`config.mk`:
```
export PLATFORM = sky130hd
export DESIGN_NAME = rx_iq_collect
export DESIGN_NICKNAME = d
export VERILOG_FILES = /design/src/rtl/rx_iq_collect_pkg.sv /design/src/rtl/rx_iq_chan.sv /design/src/rtl/rx_iq_collect.sv
export SDC_FILE = /design/constraint.sdc
export NUM_CORES = 1
export LEC_CHECK = 0
export CAP_MARGIN = 20
export CORE_MARGIN = 10
export CORE_UTILIZATION = 51
export DETAILED_ROUTE_END_ITERATION = 6
export PLACE_DENSITY_LB_ADDON = 0.1
export SLEW_MARGIN = 25
export SYNTH_ARGS = -nofsm -noshare
export SYNTH_HDL_FRONTEND = slang
export SYNTH_SLANG_ARGS = --single-unit
```
`constraint.sdc`:
```
create_clock -name adc_clk -period 1.6 [get_ports adc_clk]
set_input_delay 0.32 -clock adc_clk [delete_from_list [all_inputs] [get_ports adc_clk]]
set_output_delay 0.32 -clock adc_clk [all_outputs]
set_load 0.03 [all_outputs]
```
`src/rtl/rx_iq_collect_pkg.sv`:
```
// Shared constants, word-pointer states and word-layout helper for the RX IQ collector.
// Used by rx_iq_chan and rx_iq_collect (optional overrun reporting: RX_IQ_OVERRUN_EN).
package rx_iq_collect_pkg;

  localparam int RX_IQ_BITS  = 24;
  localparam int RX_IQ_WORDS = 3;
  localparam int RX_WORD_W   = 16;

  // Bit positions of each 16-bit readout word within the 24-bit I/Q pair
  localparam int W0_I_LSB = 0;
  localparam int W1_Q_LSB = 0;
  localparam int W1_I_LSB = 16;
  localparam int W1_PART  = 8;
  localparam int W2_Q_LSB = 8;

  typedef enum logic [$clog2(RX_IQ_WORDS)-1:0] {
    W0 = 2'd0,
    W1 = 2'd1,
    W2 = 2'd2
  } word_ptr_e;

  function automatic logic [RX_WORD_W-1:0] word_sel(
    input word_ptr_e             ptr,
    input logic [RX_IQ_BITS-1:0] i_val,
    input logic [RX_IQ_BITS-1:0] q_val
  );
    case (ptr)
      W0:      return i_val[W0_I_LSB +: RX_WORD_W];
      W1:      return {q_val[W1_Q_LSB +: W1_PART], i_val[W1_I_LSB +: W1_PART]};
      default: return q_val[W2_Q_LSB +: RX_WORD_W];
    endcase
  endfunction

endpackage

```
`src/rtl/rx_iq_chan.sv`:
```
// One receiver channel: holding pair + valid bit, output pair loaded on a set
// completion, and the W0/W1/W2 readout pointer driving a zero-latency word mux.
module rx_iq_chan
  import rx_iq_collect_pkg::*;
(
  input  logic                  clk_i,
  input  logic                  rst_i,
  input  logic                  stb_i,
  input  logic [RX_IQ_BITS-1:0] i_i,
  input  logic [RX_IQ_BITS-1:0] q_i,
  input  logic                  load_i,
  input  logic                  get_i_i,
  input  logic                  get_q_i,
  output logic                  valid_o,
  output logic [RX_WORD_W-1:0]  word_o
);

  logic [RX_IQ_BITS-1:0] hold_i_q, hold_q_q;
  logic [RX_IQ_BITS-1:0] out_i_q, out_q_q;
  logic                  valid_q;
  word_ptr_e             ptr_q;

  // NOTE: sequential state uses non-blocking assignments so every register
  // samples the pre-edge values of the others, regardless of statement order.
  always_ff @(posedge clk_i) begin
    if (rst_i) begin
      hold_i_q <= '0;
      hold_q_q <= '0;
      out_i_q  <= '0;
      out_q_q  <= '0;
      valid_q  <= 1'b0;
      ptr_q    <= W0;
    end else begin
      if (stb_i) begin
        hold_i_q <= i_i;
        hold_q_q <= q_i;
      end
      // A strobe on the load edge refills the holding pair and stays valid.
      valid_q <= stb_i | (valid_q & ~load_i);

      if (load_i) begin
        out_i_q <= hold_i_q;
        out_q_q <= hold_q_q;
        ptr_q   <= W0;
      end else begin
        case (ptr_q)
          W0:      if (get_i_i) ptr_q <= W1;
          W1:      if (get_q_i && !get_i_i) ptr_q <= W2;
          default: ;
        endcase
      end
    end
  end

  assign valid_o = valid_q;
  assign word_o  = word_sel(ptr_q, out_i_q, out_q_q);

endmodule

```
`src/rtl/rx_iq_collect.sv`:
```
// Collects one decimated I/Q sample per receiver channel, publishes the complete
// set as 16-bit words per channel. Define RX_IQ_OVERRUN_EN for overrun reporting.
module rx_iq_collect
  import rx_iq_collect_pkg::*;
#(
  parameter  int V_RX_CHANS = 4,
  localparam int RXN_W      = (V_RX_CHANS > 1) ? $clog2(V_RX_CHANS) : 1
) (
  input  logic                             adc_clk,
  input  logic                             reset_A,
  input  logic [V_RX_CHANS-1:0]            iq_stb_A,
  input  logic [V_RX_CHANS*RX_IQ_BITS-1:0] i_A,
  input  logic [V_RX_CHANS*RX_IQ_BITS-1:0] q_A,
  input  logic [RXN_W-1:0]                 rd_rxn_A,
  input  logic                             rd_getI,
  input  logic                             rd_getQ,
  output logic                             rx_avail_A,
  output logic [V_RX_CHANS*RX_WORD_W-1:0]  rxn_din_A,
  output logic [V_RX_CHANS-1:0]            overrun_A,
  output logic [15:0]                      ovr_ctr_A
);

  logic [V_RX_CHANS-1:0] valid;
  logic                  load;
  logic                  rx_avail_q;

  // The load edge is the one following the cycle in which every channel is valid.
  assign load = &valid;

  for (genvar n = 0; n < V_RX_CHANS; n++) begin : g_chan
    rx_iq_chan u_chan (
      .clk_i   (adc_clk),
      .rst_i   (reset_A),
      .stb_i   (iq_stb_A[n]),
      .i_i     (i_A[RX_IQ_BITS*n +: RX_IQ_BITS]),
      .q_i     (q_A[RX_IQ_BITS*n +: RX_IQ_BITS]),
      .load_i  (load),
      .get_i_i (rd_getI && (rd_rxn_A == RXN_W'(n))),
      .get_q_i (rd_getQ && (rd_rxn_A == RXN_W'(n))),
      .valid_o (valid[n]),
      .word_o  (rxn_din_A[RX_WORD_W*n +: RX_WORD_W])
    );
  end

  always_ff @(posedge adc_clk) begin
    if (reset_A) rx_avail_q <= 1'b0;
    else         rx_avail_q <= load;
  end

  assign rx_avail_A = rx_avail_q;

`ifdef RX_IQ_OVERRUN_EN
  logic [V_RX_CHANS-1:0] ovr_hit;
  logic [V_RX_CHANS-1:0] overrun_q;
  logic [15:0]           ovr_ctr_q;

  // A strobe landing on the load edge refills an emptied slot, so it is not an overrun.
  assign ovr_hit = iq_stb_A & valid & {V_RX_CHANS{~load}};

  always_ff @(posedge adc_clk) begin
    if (reset_A) begin
      overrun_q <= '0;
      ovr_ctr_q <= '0;
    end else begin
      overrun_q <= overrun_q | ovr_hit;
      if ((|ovr_hit) && (ovr_ctr_q != 16'hFFFF)) ovr_ctr_q <= ovr_ctr_q + 16'd1;
    end
  end

  assign overrun_A = overrun_q;
  assign ovr_ctr_A = ovr_ctr_q;
`else
  assign overrun_A = '0;
  assign ovr_ctr_A = '0;
`endif

endmodule

```
Word level (Yosys, flattened, before mapping). Index checks and enable logic that the tools add are counted.

Flip-flop bits (word level): 397. Input bits: 202. Output and inout port bits: 85. Word-level logic and storage cells: 96.

Equality and inequality tests: 15. Mux-type cells: 16. Bitwise gates (word level): 9. Reduce and logical (&&, ||, !) cells: 31.

Operators with widths (count): $pmux W16 S2 (4); $mux W2 (8); $ne A2 B1 Y1 const B (8); $pmux W2 S2 (4); $logic_and A1 B1 Y1 (12); $reduce_and A3 Y1 (4); $eq A2 B1 Y1 const B (5); $logic_not A2 Y1 (5); $reduce_bool A2 Y1 (4); $and A1 B1 Y1 (4); $eq A2 B2 Y1 const B (2); $logic_not A1 Y1 (4); $or A1 B1 Y1 (4); $reduce_and A4 Y1 (1); $reduce_or A2 Y1 (1); $not A1 Y1 (1).

Longest topological paths before layout.
Depth in word-level cells: 6. Gate-level depth with buffers: 6. Mapped depth without buffers: 3.

Hierarchy. From an unflattened synthesis, not the netlist that was laid out.

Cell total of the unflattened synthesis: 1540. Area total of the unflattened synthesis: 15681.3 sq um.

Modules (own cells, without submodules): rx_iq_chan (instances 4, cells each 377, area each 3854.9 sq um, sequential area each 1981.9 sq um); rx_iq_collect (instances 1, cells each 32, area each 261.5 sq um, sequential area each 20.0 sq um).

Least setup slack after synthesis. No wires, ideal clock.

Kind: register to output. Start point: register g_chan[2].u_chan.ptr_q[0]. End point: output port rxn_din_A[39]. Arrival time: 1.562 ns. Required time: 1.280 ns. Setup slack: -0.282 ns. Stages on the path, launching flop included: 5. Path buffers: 2. Cell sequence: dfxtp_1 buf_2 buf_2 mux2i_1 o21ai_0.

Word-level cells in the longest chain between the ends: 2. Elaborated cells on any way between the ends: 3. Classes of those cells: eq/ne: 1; mux: 1; reduce/logical: 1.

Ends and longest elaborated chain: start, declared (line rx_iq_chan.sv:21) `word_ptr_e ptr_q;`; start signal, assigned (line rx_iq_chan.sv:32) `ptr_q <= W0;`; start signal, assigned (line rx_iq_chan.sv:44) `ptr_q <= W0;`; start signal, assigned (line rx_iq_chan.sv:47) `W0: if (get_i_i) ptr_q <= W1;`; $eq A2 B1 Y1 / $logic_not A2 Y1 (equally long branches) (line rx_iq_collect_pkg.sv:27) `case (ptr)`; $pmux W16 S2 * (line rx_iq_collect_pkg.sv:27); end, declared (line rx_iq_collect.sv:18) `output logic [V_RX_CHANS*RX_WORD_W-1:0] rxn_din_A,`.

Mark *: on every way between the ends. The rest lies on a longest branch, timed or not.

Final worst setup path.
Start point: register g_chan[0].u_chan.ptr_q[0]. End point: output port rxn_din_A[9].

Word-level cells in the longest chain between the ends: 2. Elaborated cells on any way between the ends: 3. Classes of those cells: eq/ne: 1; mux: 1; reduce/logical: 1.

Ends and longest elaborated chain (line): start, declared (rx_iq_chan.sv:21); start signal, assigned (rx_iq_chan.sv:32); start signal, assigned (rx_iq_chan.sv:44); start signal, assigned (rx_iq_chan.sv:47); $eq A2 B1 Y1 / $logic_not A2 Y1 (equally long branches) (rx_iq_collect_pkg.sv:27); $pmux W16 S2 * (rx_iq_collect_pkg.sv:27).

Marks and branches as above.

==> results.toml <==
[run_status]
outcome = "finished with violations"
violations = "setup timing"

[power_and_ir_drop]
clkPwrFrac = 0.437
p_int_uw = 16800
switchingPower_uw = 4810
p_seq_frac = 0.482
power_density_nw_per_um2 = 1120
swShare = 0.222
p_leak_uw = 0.00798
peakVddDrop_uv = 749
combinationalPowerShare = 0.081

[placement]
gp_congestion = 0.824
placed_area_um2 = 17400
port_buffers = 266
dp_hpwl_um = 25700
place_inst = 1902

[setup_path]
rr_endpoint = "g_chan[1].u_chan.out_i_q[21]$_SDFFE_PP0P_"
required_ps = 1280
path_cells = "buf_16 -> mux2i_1 -> o21ai_1 -> buf_4"
r2r_slack_ps = 130
path_max_fanout = 8
reg2regPathDepth = 4
cp_top_family = "flip-flops"
worst-setup-path-type = "reg2out"
arrival_ps = 1650
crit_start = "g_chan[0].u_chan.ptr_q[0]$_SDFFE_PP0P_"
r2r-start = "g_chan[2].u_chan.valid_o$_SDFF_PP0_"
worst-path-buf-inv = 2
crit_slowest_cell = "dfxtp_4"
cp-start-kind = "register"
worstSetupEndpointType = "output pin"
crit_path_max_incr_delay_ps = 380

[clock_network]
cts_tree = "done"
clock_latency_ps = 530
cts_buffers = 41
htree_levels = 2
cts_max_path_buffers = 3
clock-sinks = 397
clk_pin_slew_ps = 60
cts_root_buffer = "clkbuf_16"

[route]
drt-wirelength-per-cell_um = 19.3
route.vias.total = 10600
postRouteAntennaNets = 0
vias_per_cell = 5.31
drt_iter0_drc = 608
wl_um = 38400
drc = 0
dr.pass1.iters = 5

[global_route]
grt_pass1_vias = 10700
overflow = 0
grt_antenna_before_repair = 4
grt_max_degree = 85
track_usage = 0.207
grt_pass1_wl_um = 60200

[die]
dieWidth_um = 188
die-area_um2 = 35400
fp-row-count = 61
core-area_um2 = 27900
io_pins = 287
dieHeight_um = 188
initial_utilization = 0.518

[timing]
worst_clock_skew_ps = 11.3
finalMaxSlewViolations = 0
rsz0062_at_grt = "true"
min_period_ps = 1970
setup_slack_ps = -366
setup_viol = 64
tns_ps = -18500
finalCritPeriodShare = 1.23
finalHoldViolations = 0
fmax_mhz = 509

[hold_path]
holdPathStages = 3
hold_path.class = "in2reg"
min_to = "g_chan[2].u_chan.hold_i_q[21]$_SDFFE_PP0P_"
hp-start = "iq_stb_A[2]"

[logic_synthesis]
synth.most_common_cell = "dfxtp_1"
synth_top_area_frac = 0.551
ys_warn_count = 0
async_reset_ff_frac = 0
post_synth_main_area_contributors = "dfxtp_1, mux2i_1, a22o_1"
synth.distinct_cells = 28
synth.cell_area_um2 = 14400
ys_ff_latch = 397
synthFlopType = "dfxtp_1"
ys_seq_area_frac = 0.551
syn_avg_cell_area_um2 = 10.7
synth_edf_count = 0
netlist_top_cells_count = "dfxtp_1, mux2i_1, nor2_1"
yosys.area.top_type = "dfxtp_1"
syn_inst = 1345

[cells_and_area]
nets = 1778
drive_gt1_frac = 0.151
fillCellCount = 2102
utilization = 0.695
instances_no_fill = 1987
layout.cell_area.non_filler_um2 = 19400
syn_to_final_growth_pct = 34.1

[run]
cap_violations = 0
-- tightest hold or removal path, cell delays in order --
cell     delay, ps
buf_2          200
mux2i_1        100
nor2_1          70
-- power by group through the flow --
stage / combinational, µW / sequential (µW) / clock [µW]
2_1_floorplan: 954 / 10600 / 0
3_3_place_gp: 1650 / 10600 / 0
3_5_place_dp: 1670 / 10600 / 0
4_1_cts: 1750 / 10400 / 9600
5_1_grt: 1890 / 10500 / 10000
6_report: 1760 / 10400 / 9460
-- logic make-up (layout without fill, tap and decap cells) --
kind of cell	Yosys count	after routing	synth area share
flops	397	397	0.551
simple gates	279	279	0.0753
compound gates	272	272	0.147
mux	256	256	0.178
buf+inv	140	383	0.0493
other cells	1	22	0.000260
-- metal layers --
| metal | vias up | wire length, µm | GRT usage |
|---|---|---|---|
| met1 | 5047 | 17700 | 0.279 |
| met4 | 4 | 774 | 0.0609 |
| li1 | 5173 | - | - |
| met5 | - | 21 | 0 |
| met3 | 52 | 2270 | 0.0475 |
| met2 | 279 | 17700 | 0.324 |
-- cells in the final DEF (no fill, tap or decap), types with 2 or more instances in the layout --
cell and instances:
dfxtp_4 4, conb_1 20, bufinv_16 2, a31oi_1 4
buf_6 22, buf_12 30, buf_4 46, clkbuf_1 12
inv_1 5, dfxtp_1 391, buf_2 4, buf_16 4
nand2_1 70, a22o_1 192, a21oi_1 4, nor2_1 198
clkinv_2 6, mux2i_4 15, mux2i_1 216, o21ai_2 25
mux2i_2 25, diode_2 2, o21ai_1 41, clkdlybuf4s50_1 196
clkbuf_8 9, clkbuf_16 43, nand2b_1 2, dfxtp_2 2
o21ai_0 2
-- registers in the layout, summed over array words and instances (netlist names) --
name	count
g_chan.u_chan.hold_i_q	96
g_chan.u_chan.hold_q_q	96
g_chan.u_chan.out_i_q	96
g_chan.u_chan.out_q_q	96
g_chan.u_chan.ptr_q	8
g_chan.u_chan.valid_o	4
rx_avail_A	1
-- worst max-delay path by stage --
stage | depth (start not counted) | to
final | 4 | rxn_din_A[9]
after floorplan | 4 | rxn_din_A[40]
after global placement | 3 | rxn_din_A[16]
after global routing | 4 | rxn_din_A[15]
after CTS | 4 | rxn_din_A[1]
after detailed placement | 3 | rxn_din_A[16]
-- metrics by stage --
step                      hold WS (ps)  power, µW  setup slack (ps)
after global placement             447      12300              38.3
after detailed placement           452      12300              65.3
after global routing               214      22400              -396
after floorplan                    441      11500             -57.9
after CTS                          182      21800              -346
final                              191      21600              -366
-- cell type report --
class	count	area, µm²	area share
Antenna cell	2	5.00	0.000259
Multi-Input combinational cell	827	6230	0.322
Inverter	5	18.8	0.000970
Clock inverter	10	106	0.00550
Tap cell	378	473	0.0244
Clock buffer	64	1240	0.0643
Sequential cell	397	7970	0.412
Timing Repair Buffer	304	3300	0.171
-- what timing repair did --
item	in CTS	in global routing
cloned	4	0
buffers inserted	4	0
endpoints found under the setup margin	65	64
hold buffers	1	0
endpoints found under the hold margin	1	0
pin swaps	7	4
resized for setup	91	29
Power figures use the tool's default switching activity.
